**src/rtl/mymax_pkg.sv**
```systemverilog
// Shared constants and state encoding for the batch max-reduction peripheral.
// Register offsets, CTRL/STATUS bit positions and FSM states.
package mymax_pkg;

    localparam logic [1:0] REG_DATA   = 2'd0;
    localparam logic [1:0] REG_CTRL   = 2'd1;
    localparam logic [1:0] REG_RESULT = 2'd2;
    localparam logic [1:0] REG_STATUS = 2'd3;

    localparam int CTRL_START   = 0;
    localparam int CTRL_CLEAR   = 1;
    localparam int CTRL_CNT_LSB = 8;

    localparam int ST_BUSY    = 0;
    localparam int ST_DONE    = 1;
    localparam int ST_FULL    = 2;
    localparam int ST_EMPTY   = 3;
    localparam int ST_OVF     = 4;
    localparam int ST_REM_LSB = 8;

    typedef enum logic [1:0] {
        IDLE = 2'd0,
        RUN  = 2'd1,
        DONE = 2'd2
    } state_t;

endpackage

```
**src/rtl/mymax_fifo.sv**
```systemverilog
// Small synchronous FIFO with flush; a level counter drives full/empty.
// Pointers wrap naturally because DEPTH is a power of two.
module mymax_fifo #(
    parameter int DEPTH = 4,
    parameter int WIDTH = 16
) (
    input  logic             mclk,
    input  logic             puc_rst_n,
    input  logic             flush,
    input  logic             push,
    input  logic             pop,
    input  logic [WIDTH-1:0] wdata,
    output logic [WIDTH-1:0] rdata,
    output logic             full,
    output logic             empty
);

    localparam int AW = (DEPTH > 1) ? $clog2(DEPTH) : 1;
    localparam int LW = $clog2(DEPTH + 1);

    logic [WIDTH-1:0] mem [DEPTH];
    logic [AW-1:0]    wr_ptr;
    logic [AW-1:0]    rd_ptr;
    logic [LW-1:0]    lvl;
    logic             do_push;
    logic             do_pop;

    assign full    = (lvl == LW'(DEPTH));
    assign empty   = (lvl == '0);
    assign do_push = push && !full;
    assign do_pop  = pop && !empty;
    assign rdata   = mem[rd_ptr];

    always_ff @(posedge mclk or negedge puc_rst_n) begin
        if (!puc_rst_n) begin
            wr_ptr <= '0;
            rd_ptr <= '0;
            lvl    <= '0;
        end else if (flush) begin
            wr_ptr <= '0;
            rd_ptr <= '0;
            lvl    <= '0;
        end else begin
            if (do_push)
                wr_ptr <= wr_ptr + 1'b1;
            if (do_pop)
                rd_ptr <= rd_ptr + 1'b1;
            if (do_push && !do_pop)
                lvl <= lvl + 1'b1;
            else if (do_pop && !do_push)
                lvl <= lvl - 1'b1;
        end
    end

    // Storage carries no reset; the level counter makes stale words unreachable.
    always_ff @(posedge mclk) begin
        if (do_push && !flush)
            mem[wr_ptr] <= wdata;
    end

endmodule

```
**src/rtl/mymax_batch_ctrl.sv**
```systemverilog
// MSP430 peripheral: FIFO-fed batch unsigned max-reduction with
// start/clear control, result and status registers.
module mymax_batch_ctrl
    import mymax_pkg::*;
#(
    parameter logic [13:0] BASE  = 14'hA8,
    parameter int          DEPTH = 4
) (
    input  logic        mclk,
    input  logic        puc_rst_n,
    input  logic [13:0] per_addr,
    input  logic [15:0] per_din,
    input  logic        per_en,
    input  logic [1:0]  per_we,
    output logic [15:0] per_dout
);

    state_t      state;
    logic [15:0] result;
    logic [7:0]  remaining;
    logic        ovf;

    logic [13:0] off;
    logic        in_win;
    logic        wr;
    logic        rd;
    logic        wr_data;
    logic        wr_ctrl;
    logic        rd_result;
    logic        rd_status;
    logic        ctrl_start;
    logic        ctrl_clear;
    logic [7:0]  ctrl_cnt;

    logic        fifo_full;
    logic        fifo_empty;
    logic [15:0] head;
    logic        pop;
    logic [15:0] status;

    assign off    = per_addr - BASE;
    assign in_win = per_en && (off[13:2] == 12'd0);
    assign wr     = in_win && (per_we == 2'b11);
    assign rd     = in_win && (per_we == 2'b00);

    assign wr_data   = wr && (off[1:0] == REG_DATA);
    assign wr_ctrl   = wr && (off[1:0] == REG_CTRL);
    assign rd_result = rd && (off[1:0] == REG_RESULT);
    assign rd_status = rd && (off[1:0] == REG_STATUS);

    assign ctrl_start = wr_ctrl && per_din[CTRL_START];
    assign ctrl_clear = wr_ctrl && per_din[CTRL_CLEAR];
    assign ctrl_cnt   = per_din[CTRL_CNT_LSB +: 8];

    assign pop = (state == RUN) && !fifo_empty;

    mymax_fifo #(
        .DEPTH (DEPTH),
        .WIDTH (16)
    ) u_fifo (
        .mclk      (mclk),
        .puc_rst_n (puc_rst_n),
        .flush     (ctrl_clear),
        .push      (wr_data),
        .pop       (pop),
        .wdata     (per_din),
        .rdata     (head),
        .full      (fifo_full),
        .empty     (fifo_empty)
    );

    assign status = {remaining, 3'b000, ovf, fifo_empty, fifo_full,
                     state == DONE, state == RUN};

    always_ff @(posedge mclk or negedge puc_rst_n) begin
        if (!puc_rst_n) begin
            state     <= IDLE;
            result    <= '0;
            remaining <= '0;
            ovf       <= 1'b0;
        end else begin
            // Full is sampled this cycle: a concurrent pop does not save the push.
            if (wr_data && fifo_full)
                ovf <= 1'b1;
            if (ctrl_clear) begin
                state     <= IDLE;
                remaining <= '0;
                ovf       <= 1'b0;
            end else begin
                unique case (state)
                    IDLE, DONE: begin
                        if (ctrl_start) begin
                            result <= '0;
                            if (ctrl_cnt != 8'd0) begin
                                remaining <= ctrl_cnt;
                                state     <= RUN;
                            end else begin
                                state <= DONE;
                            end
                        end
                    end
                    RUN: begin
                        if (pop) begin
                            if (head > result)
                                result <= head;
                            remaining <= remaining - 8'd1;
                            if (remaining == 8'd1)
                                state <= DONE;
                        end
                    end
                    default: state <= IDLE;
                endcase
            end
        end
    end

    always_comb begin
        per_dout = '0;
        if (puc_rst_n) begin
            unique case (1'b1)
                rd_result: per_dout = result;
                rd_status: per_dout = status;
                default: ;
            endcase
        end
    end

endmodule

```
**config.mk**
```make
export PLATFORM = sky130hd
export DESIGN_NAME = mymax_batch_ctrl
export DESIGN_NICKNAME = d
export VERILOG_FILES = /design/src/rtl/mymax_pkg.sv /design/src/rtl/mymax_fifo.sv /design/src/rtl/mymax_batch_ctrl.sv
export SDC_FILE = /design/constraint.sdc
export NUM_CORES = 1
export LEC_CHECK = 0
export CAP_MARGIN = 20
export CORE_ASPECT_RATIO = 1.2
export CORE_MARGIN = 10
export CORE_UTILIZATION = 60
export DETAILED_ROUTE_END_ITERATION = 10
export GPL_ROUTABILITY_DRIVEN = 0
export GPL_TIMING_DRIVEN = 0
export PLACE_DENSITY = 0.84
export SYNTH_ARGS = -nofsm -noshare
export SYNTH_HDL_FRONTEND = slang
export SYNTH_SLANG_ARGS = --single-unit
```
**constraint.sdc**
```tcl
create_clock -name mclk -period 6.15 [get_ports mclk]
set_input_delay 1.23 -clock mclk [delete_from_list [all_inputs] [get_ports mclk]]
set_output_delay 1.23 -clock mclk [all_outputs]
set_load 0.01 [all_outputs]
```
==> summary.md, run 1 <==
| Metric | Value |
|---|---|
| Hold Crit Class | `reg -> reg` |
| Number of global-route vias before repair | `between 3,000 and 4,000` |
| Worst Hold End | `result[7]` |
| WP buf/inv | `5` |
| P&R area growth vs syn | `16.8%` |
| Hold path start | `result[7]` |
| Cell chain of the critical path | `clkdlybuf4s50_1 -> inv_1 -> ha_1 -> or3b_1 -> a2111oi_4 -> buf_2 -> nand4_1 -> clkbuf_1 -> nor2_1 -> clkdlybuf4s50_1` |
| PD cells | `240 nW/um^2` |
| Fmax | `approximately 0.17 GHz` |
| Clock buffer depth | `2` |
| Initial drt markers | `310` |
| Internal power | `about 1 mW` |
| Non-Filler Instances | `526` |
| Core Box Area | `7750 um^2` |
| I/O pin cnt | `51` |
| Post-Syn Instances | `368` |
| Post-route ant nets | `0` |
| Core Util, Final | `0.727` |
| CTS sink cnt | `98` |
| Slowest stage delay, CP | `0.60 ns` |
| Initial core utilization | `0.622` |
| Worst-margin pin slew | `0.980 ns` |
| Minimum clock period | `5.85 ns` |
| Most common cell after layout, fill and taps aside | `edfxtp_1` |
| PortBufs | `50` |
| Worst Reg-to-Reg Cells | `12` |
| Seq/Total Area, Yosys | `0.575` |
| Pre-CTS setup slack | `0.337 ns` |
| Startpoint types | `primary input` |
| Netlist cell types | `53` |
| Leakage power | `2.10 nW` |
| DRT Wirelength | `11,400 um` |
| Switching portion of total power | `0.259` |
| R2r endpoint | `result[14]` |
| Post-cts gate resize count | `0` |
| Die Height | `about 120 um` |
| Max-cap violations | `0` |
| CP max stage cell | `clkdlybuf4s50_1` |
| GRT Overall Usage | `0.196` |
| Yosys warnings | `0` |
| Max VDD drop | `0.207 mV` |
| RSZ-0062 raised after global routing | `false` |
| Layout cell share with drive strength beyond 1 | `0.106` |
| Total DRC errors in the routed layout | `0` |
| Max FO, Critical Path | `10` |
| Outcome | `completed` |
| WL per Instance | `between 20 and 25 um` |
| H-tree depth | `3` |
| Comb pwr share | `0.146` |
| Design Area, Final | `~5600 um^2` |
| CTS tree | `done` |
| Cell Rows | `35` |
| Reg-to-Reg Start | `u_fifo.rd_ptr[0]` |
| Cell total after placement | `510` |
| Register share of total power | `0.538` |
| Most used cell, CP | `clkdlybuf4s50_1` |
| Top delay family on crit path | `buffers and inverters` |
| Worst-skew pair later-pin latency | `0.37 ns` |
| ANT cells | `0` |
| Placed instance area | `5430 um^2` |
| Antenna violations before repair | `0` |
| First-pass GRT wire length | `18,300 um` |
| Reg clk slew, reported paths | `0.09 ns` |
| Required time of the critical path | `4.92 ns` |
| Hold Fails Final Rpt | `0` |
| Psw | `0.351 mW` |
| Synthesized area per cell | `13.1 um^2` |
| Fin. max-slew vios | `0` |
| Post-synth ARST share | `0.347` |
| WP data arrival | `4.62 ns` |
| Syn nets | `roughly 430` |
| Via count | `3,298` |
| Critical path class | `in -> out` |
| Post-Syn Area | `4820 um^2` |
| DIE WIDTH | `102 um` |
| Setup Buffers After CTS | `0` |
| Area of the die | `12,000 um^2` |
| Hold_buf cts | `0` |
| Vias per cell | `6.27` |
| Cts bufs inserted | `9` |
| Largest net degree at the start of global routing | `36` |
| Clk root buf | `clkbuf_8` |
| Clock power share | `0.315` |
| WHS | `0.524 ns` |
| Total Nets Final | `488` |
| Synth Flop Type | `edfxtp_1` |
| Final setup viols | `0` |
| EDFF count, synth | `64` |
| Post-DP HPWL | `8140 um` |
| CP endpoint kind | `output pin` |
| Crit share post-route | `0.951` |
| Setup TNS | `0 ns` |
| Yosys reg bits | `98` |
| Worst reg2reg setup slack | `1.89 ns` |
| Total power | `1.35 mW` |
| Hold depth | `1` |
| Relative slew slack | `0.347` |
| Total congestion overflow | `0` |
| Clock skew | `0.0112 ns` |
| Most frequent cells in the layout | `edfxtp_1, clkdlybuf4s50_1, dfrtp_1` |
| Setup ws final | `0.303 ns` |
| 1st-pass router iterations | `5` |
## power by group through the flow
stage                     Clock [mW]  Combinational (mW)  Sequential, mW
after detailed placement           0               0.197           0.743
after floorplan                    0               0.128           0.739
after global routing           0.455               0.219           0.731
final                          0.427               0.198           0.729
after CTS                      0.430               0.198           0.728
after global placement             0               0.188           0.742
## worst reg2reg max path, cell delays in order (launching register included)
cell and delay [ns]:
dfrtp_1 0.33, clkbuf_1 0.53, buf_2 0.48, mux4_2 0.58
ha_1 0.31, nand4_1 0.22, or4_1 0.64, a21oi_1 0.21
nand4b_1 0.21, and4_4 0.24, buf_6 0.13, buf_6 0.15
a22o_1 0.15
## sequential cells by signal, summed over array words and instances, names as in the netlist
register and count:
u_fifo.lvl 3, result 16, state 2, u_fifo.wr_ptr 2
ovf 1, u_fifo.rd_ptr 2, remaining 8, u_fifo.mem 64
## area by class of cell
class / instances / area (um^2)
Clock buffer: 10 / 128
Inverter: 29 / 109
Timing Repair Buffer: 50 / 495
Tap cell: 92 / 115
Clock inverter: 6 / 73.8
Buffer: 15 / 78.8
Sequential cell: 98 / 2770
Fill cell: 536 / 2120
Multi-Input combinational cell: 226 / 1860
## cells by family (layout without fill, tap and decap cells)
family | Yosys count | in the layout | share of synthesized area
flip-flops | 98 | 98 | 0.575
buffers and inverters | 44 | 110 | 0.0389
XOR/XNOR | 5 | 5 | 0.00908
AND/OR/NAND/NOR | 101 | 101 | 0.111
multiplexers | 30 | 30 | 0.104
AO/OA/AOI/OAI | 66 | 66 | 0.0981
adder cells (fa/ha/maj) | 24 | 24 | 0.0638
## worst max-delay path by stage
stage / slack [ns] / depth (start not counted) / startpoint / endpoint
finish: 0.30 / 10 / per_addr[3] / per_dout[14]
global route: 0.13 / 10 / per_addr[3] / per_dout[14]
CTS: 0.32 / 10 / per_addr[3] / per_dout[14]
detailed placement: 0.34 / 10 / per_addr[3] / per_dout[14]
global placement: 0.22 / 5 / puc_rst_n / per_dout[8]
floorplan: 1.80 / 8 / per_addr[3] / per_dout[10]
## layer usage
metal	global-route usage	share of wire	routed length [um]
met3	0.0484	0.075	857
met2	0.317	0.50	5680
met1	0.242	0.40	4550
met4	0.0866	0.027	308
met5	0	0	0
## cells in the mapped netlist, drive strengths merged, types with 6 or more instances
| cell | n | area (um^2) |
|---|---|---|
| and3 | 6 | 42.5 |
| nor3 | 12 | 60.1 |
| mux4 | 16 | 360 |
| nor2 | 32 | 120 |
| buf | 7 | 48.8 |
| o21ai | 14 | 70.1 |
| dfrtp | 34 | 851 |
| edfxtp | 64 | 1920 |
| inv | 29 | 109 |
| a21oi | 18 | 93.8 |
| a22o | 16 | 140 |
| mux2i | 14 | 140 |
| ha | 23 | 288 |
| nand2 | 14 | 52.6 |
| clkbuf | 8 | 30.0 |
No activity file was read; power rests on OpenSTA's default activity.
==> run 2, diff against run 1 <==
--- a/config.mk
+++ b/config.mk
@@ -5,14 +5,16 @@
 export SDC_FILE = /design/constraint.sdc
 export NUM_CORES = 1
 export LEC_CHECK = 0
+export ABC_AREA = 1
 export CAP_MARGIN = 20
 export CORE_ASPECT_RATIO = 1.2
 export CORE_MARGIN = 10
-export CORE_UTILIZATION = 60
+export CORE_UTILIZATION = 57
 export DETAILED_ROUTE_END_ITERATION = 10
 export GPL_ROUTABILITY_DRIVEN = 0
 export GPL_TIMING_DRIVEN = 0
-export PLACE_DENSITY = 0.84
+export PLACE_DENSITY = 0.8
+export REMOVE_ABC_BUFFERS = 1
 export SYNTH_ARGS = -nofsm -noshare
 export SYNTH_HDL_FRONTEND = slang
 export SYNTH_SLANG_ARGS = --single-unit
==> constraint.sdc (replaced) <==
create_clock -name mclk -period 6.6 [get_ports mclk]
set_input_delay 1.32 -clock mclk [delete_from_list [all_inputs] [get_ports mclk]]
set_output_delay 1.32 -clock mclk [all_outputs]
set_load 0.01 [all_outputs]
==> run 2 against run 1 <==
- global-route usage rose by 0.091 points
- critical endpoint is now per_dout[1]
- non-clock buffer count fell by 10
- cell area grew 7.2%
- area after synthesis rose by 7.8%
- hold slack lost 0.040 ns
- sequential power shrank 9.9%
- first-iteration DRC count is 48% higher
- setup slack improved by 0.58 ns
- combinational power decreased by 78%
- via count grew 31%
- clock skew barely moved
==> summary.md, run 2 <==
| Metric | Value |
|---|---|
| Core Box Area | `8990 um^2` |
| Worst Reg-to-Reg Cells | `15` |
| Mux contribution to synthesized area | `0` |
| Via count | `around 4,300` |
| Post-DP HPWL | `8890 um` |
| DIE WIDTH | `107 um` |
| Seq/Total Area, Yosys | `0.534` |
| Main combinational cell family by area after synthesis | `simple AND/OR/NAND/NOR gates` |
| Fin. max-slew vios | `0` |
| Initial core utilization | `0.578` |
| Post-route ant nets | `0` |
| Post-cts gate resize count | `0` |
| Synthesized-area fraction occupied by adder cells | `0.0592` |
| WL per Instance | `16.7 um` |
| Relative slew slack | `0.279` |
| Required time of the critical path | `5.28 ns` |
| CTS tree | `done` |
| Top-count cell post-synth | `nand2_1` |
| Max-cap violations | `0` |
| 1st-pass router iterations | `6` |
| Reg-to-Reg Start | `u_fifo.rd_ptr[1]` |
| Total DRC errors in the routed layout | `0` |
| Worst-margin pin slew | `1.08 ns` |
| Leakage power | `roughly 2.5 nW` |
| Hold depth | `2` |
| Clock buffer depth | `2` |
| Synth Area in Compound Gates | `0.0949` |
| Pre-CTS setup slack | `0.894 ns` |
| Most frequent cells in the layout | `nand2_1, nor2_1, edfxtp_1` |
| Critical path class | `in -> out` |
| Post-Syn Area | `5200 um^2` |
| Total power | `1.09 mW` |
| Area of the die | `13,400 um^2` |
| Most common cell after layout, fill and taps aside | `nand2_1` |
| WP data arrival | `approximately 4.4 ns` |
| Core Util, Final | `0.672` |
| CTS sink cnt | `98` |
| Setup ws final | `between 0.8 and 0.9 ns` |
| H-tree depth | `3` |
| Vias per cell | `between 5 and 6` |
| Post-Syn Instances | `597` |
| Total Nets Final | `roughly 700` |
| RSZ-0062 raised after global routing | `false` |
| Largest registers | `u_fifo.mem: 64 flops, result: 16 flops, remaining: 8 flops` |
| Synth Flop Type | `edfxtp_1` |
| Fmax | `~0.18 GHz` |
| Clock skew | `0.0111 ns` |
| Post-Synth XOR/XNOR Area | `0.00337` |
| Layout cell share with drive strength beyond 1 | `0.0525` |
| Reg clk slew, reported paths | `around 0.09 ns` |
| Post-synth top area share | `0.370` |
| DRT Wirelength | `12,800 um` |
| Top reg by flops | `u_fifo.mem` |
| I/O pin cnt | `51` |
| Minimum clock period | `5.71 ns` |
| Design Area, Final | `approximately 6000 um^2` |
| Clk root buf | `clkbuf_8` |
| Placed instance area | `5820 um^2` |
| Hold_buf cts | `0` |
| Setup Buffers After CTS | `0` |
| R2r endpoint | `result[2]` |
| Startpoint types | `primary input` |
| Outcome | `completed` |
| PortBufs | `50` |
| Non-Filler Instances | `768` |
| PD cells | `181 nW/um^2` |
| CP endpoint kind | `output pin` |
| First-pass GRT wire length | `between 20,000 and 25,000 um` |
| Antenna violations before repair | `0` |
| Largest net degree at the start of global routing | `42` |
| Setup TNS | `0 ns` |
| Cell total after placement | `751` |
| Worst reg2reg setup slack | `between 2 and 3 ns` |
| Hold path start | `result[15]` |
| Top cells by area, synth | `edfxtp_1, dfrtp_1, nand2_1` |
| Number of global-route vias before repair | `about 4,200` |
| WHS | `0.484 ns` |
| Max VDD drop | `0.149 mV` |
| Post-synth ARST share | `0.347` |
| Cell Rows | `38` |
| Hold Fails Final Rpt | `0` |
| Total congestion overflow | `0` |
| Hold Crit Class | `reg -> reg` |
| Netlist cell types | `33` |
| Most instantiated cells after synthesis | `nand2_1, nor2_1, edfxtp_1` |
| Max FO, Critical Path | `13` |
| Synthesized area per cell | `between 8 and 9 um^2` |
| Final setup viols | `0` |
| Max reg flops | `64` |
| Worst-skew pair later-pin latency | `0.39 ns` |
| ANT cells | `0` |
| Yosys warnings | `0` |
| Crit share post-route | `0.866` |
| Cts bufs inserted | `9` |
| Die Height | `125 um` |
| Yosys reg bits | `98` |
| Yosys top cell by area | `edfxtp_1` |
| EDFF count, synth | `64` |
| P&R area growth vs syn | `16.2%` |
| Worst Hold End | `result[15]` |
| Initial drt markers | `458` |
| GRT Overall Usage | `0.197` |
| Simple-Gate Fraction of Synth Area | `0.243` |
[run 2: changes by cell type after synthesis, moves of 8 or more]
cell	previous run	this run
mux4_2	16	0
nand2_1	14	127
mux2i_1	14	0
a22o_1	16	0
o21ai_0	13	52
a21oi_1	17	36
inv_1	28	62
nor3_1	12	4
nor2_1	32	91
nand4_1	5	19
nand3_1	2	42
[run 2: worst max-delay path, cell delays in order]
cell	delay, ns
clkdlybuf4s50_1	0.47
inv_1	0.05
ha_1	0.27
nand2_1	0.05
nor2_1	0.12
nand2_2	0.09
nor2_2	0.15
nand3_1	0.12
nor2_1	0.72
nand4_1	0.24
o21ai_0	0.20
clkdlybuf4s50_1	0.60
[run 2: routing by layer]
metal | part of all wire | GRT usage | vias to the layer above
met1 | 0.40 | 0.233 | 2040
met4 | 0.023 | 0.0782 | 0
met3 | 0.083 | 0.0580 | 26
met5 | 0 | 0 | -
met2 | 0.50 | 0.325 | 181
li1 | - | - | 2086
[run 2: how the worst max path moves through the flow]
stage	from	endpoint	slack [ns]	depth (start not counted)
finish	per_addr[3]	per_dout[1]	0.89	12
global placement	puc_rst_n	per_dout[1]	0.60	4
floorplan	per_addr[3]	per_dout[0]	2.44	10
CTS	per_addr[3]	per_dout[1]	0.89	12
global route	per_addr[3]	per_dout[1]	0.60	12
detailed placement	per_addr[3]	per_dout[1]	0.89	12
[run 2: layout make-up]
cell class	instances	area, um^2
well taps	120	150
multi-input cells	414	2090
flip-flops and latches	98	2770
fillers	746	2950
inverters	65	244
repair buffers	55	583
clock inverters	6	65.1
clock buffers	10	128
[run 2: logic make-up (layout without fill, tap and decap cells)]
kind of cell             count (synthesis)  count (layout)
AND/OR/NAND/NOR                        293             293
XOR/XNOR                                 2               2
buffers and inverters                   85             136
adder cells (fa/ha/maj)                 24              24
flip-flops                              98              98
AO/OA/AOI/OAI                           95              95
[run 2: power by group]
| group | switching [mW] | leakage [nW] | internal, mW |
|---|---|---|---|
| logic | 0.0219 | 1.35 | 0.0217 |
| clock network | 0.215 | 0.0987 | 0.177 |
| registers | 0.00163 | 1.01 | 0.655 |
| total | 0.238 | 2.46 | 0.854 |
==> run 3, diff against run 2 <==
--- a/config.mk
+++ b/config.mk
@@ -5,7 +5,6 @@
 export SDC_FILE = /design/constraint.sdc
 export NUM_CORES = 1
 export LEC_CHECK = 0
-export ABC_AREA = 1
 export CAP_MARGIN = 20
 export CORE_ASPECT_RATIO = 1.2
 export CORE_MARGIN = 10
==> run 3 against run 2 <==
- critical path depth is 4 lower
- critical endpoint is now per_dout[5]
- die area is 6.0% lower
- sequential share of layout area is 3.1 points higher
- cell area is 6.4% lower
- clock power is 18% higher
- highest routed layer unchanged
- via count is 28% lower
- flip-flop and latch count stayed put
- non-clock buffer count is 4 lower
==> summary.md, run 3 (same netlist as run 1, synthesis figures left out) <==
| Metric | Value |
|---|---|
| Initial core utilization | `0.588` |
| Post-route ant nets | `0` |
| Design Area, Final | `5650 um^2` |
| PD cells | `between 200 and 250 nW/um^2` |
| Top reg by flops | `u_fifo.mem` |
| Filler cell count | `609` |
| CP endpoint kind | `output pin` |
| 1st-pass router iterations | `4` |
| CP max stage cell | `nand4_1` |
| Clock buffer depth | `2` |
| Cell Rows | `36` |
| Multi-input logic area | `1860 um^2` |
| GRT Overall Usage | `0.177` |
| Cell chain of the critical path | `clkdlybuf4s50_1 -> inv_1 -> ha_1 -> or3b_1 -> a2111oi_4 -> nand4_1 -> nor3_1 -> clkdlybuf4s50_1` |
| DRT Wirelength | `10,700 um` |
| Cts bufs inserted | `9` |
| Worst reg2reg setup slack | `2.88 ns` |
| Worst-skew pair later-pin latency | `0.37 ns` |
| Area of the die | `12,600 um^2` |
| Critical path class | `in -> out` |
| Clock skew | `0.00814 ns` |
| Relative slew slack | `0.254` |
| H-tree depth | `3` |
| P&R area growth vs syn | `17.2%` |
| Seq. cell area | `2770 um^2` |
| Max-cap violations | `0` |
| Largest registers | `u_fifo.mem: 64 flops, result: 16 flops, remaining: 8 flops` |
| Total DRC errors in the routed layout | `0` |
| Met1 WL | `around 4300 um` |
| Reg clk slew, reported paths | `roughly 0.09 ns` |
| Max VDD drop | `0.142 mV` |
| Total power | `1.33 mW` |
| Outcome | `completed` |
| First-pass GRT wire length | `17,600 um` |
| Met2 WL | `5560 um` |
| Placed instance area | `5410 um^2` |
| Antenna violations before repair | `0` |
| RSZ-0062 raised after global routing | `false` |
| Via count | `3,134` |
| Most frequent cells in the layout | `edfxtp_1, clkdlybuf4s50_1, dfrtp_1` |
| Hold Crit Class | `reg -> reg` |
| Startpoint types | `primary input` |
| Required time of the critical path | `5.28 ns` |
| DIE WIDTH | `104 um` |
| Minimum clock period | `6.34 ns` |
| Leakage power | `2.09 nW` |
| Setup TNS | `0 ns` |
| Hold_buf cts | `0` |
| Die Height | `121 um` |
| Hold Fails Final Rpt | `0` |
| WP data arrival | `5.02 ns` |
| Fin. max-slew vios | `0` |
| Core Box Area | `8200 um^2` |
| Largest net degree at the start of global routing | `36` |
| Crit share post-route | `0.961` |
| Number of global-route vias before repair | `3,447` |
| Vias per cell | `5.87` |
| Slowest stage delay, CP | `0.83 ns` |
| Clk root buf | `clkbuf_8` |
| Post-DP HPWL | `about 7500 um` |
| ANT cells | `0` |
| Max layer used | `met4` |
| Met3 routed wirelength | `684 um` |
| Most used cell, CP | `clkdlybuf4s50_1` |
| Max FO, Critical Path | `16` |
| Total congestion overflow | `0` |
| Fmax | `0.158 GHz` |
| CTS tree | `done` |
| CTS sink cnt | `98` |
| Initial drt markers | `277` |
| Post-cts gate resize count | `0` |
| Setup Buffers After CTS | `0` |
| Final setup viols | `0` |
| WL per Instance | `20.1 um` |
| Worst-margin pin slew | `1.12 ns` |
| I/O pin cnt | `51` |
| PortBufs | `50` |
| Max reg flops | `64` |
| Total Nets Final | `474` |
| Most common cell after layout, fill and taps aside | `edfxtp_1` |
| Layout cell share with drive strength beyond 1 | `0.0976` |
## run 3: worst max-delay path: cells and delay by family
kind                       cells  cell delay, ns
AOI/OAI and AO/OA              1            0.67
adders and majority gates      1            0.20
buffers and inverters          3            1.13
and+or+nand+nor                3            1.71
## run 3: stage by stage
| stage | utilization | std cells | setup slack [ns] | hold WS [ns] |
|---|---|---|---|---|
| 6_report | 0.689 | 534 | 0.256 | 0.513 |
| 5_1_grt | 0.689 | 534 | 0.0151 | 0.535 |
| 4_1_cts | 0.689 | 534 | 0.214 | 0.516 |
| 3_5_place_dp | 0.660 | 518 | 0.212 | 0.490 |
| 3_3_place_gp | 0.657 | 517 | -0.0183 | 0.484 |
| 2_1_floorplan | - | 353 | 1.88 | 0.466 |
## run 3: metal layers
layer  GRT usage  vias to the layer above
met2       0.312                       97
met1       0.203                     1539
met3      0.0388                       15
met5           0                        -
li1            -                     1483
met4      0.0810                        0
## run 3: worst paths after layout
| kind | start | to | cells after the start |
|---|---|---|---|
| worst max-delay path | per_addr[3] | per_dout[5] | 8 |
| worst min-delay path | result[6] | result[6] | 1 |
| worst max register to register | u_fifo.rd_ptr[1] | result[0] | 8 |
| worst min register to register | result[6] | result[6] | 1 |
| max in group asynchronous | puc_rst_n | result[3] | 1 |
| min in group asynchronous | puc_rst_n | u_fifo.rd_ptr[0] | 1 |
## run 3: power by group
part	switching, mW	internal (mW)
sequential	0.0245	0.667
combinational	0.0826	0.0917
clock	0.209	0.253
## run 3: final cells by class
class | count | share of cell area
inverter | 29 | 0.0193
multi-input combinational | 226 | 0.329
clock buffer | 10 | 0.0226
sequential | 98 | 0.491
tap | 114 | 0.0252
timing repair buffer | 51 | 0.0926
clock inverter | 6 | 0.0202
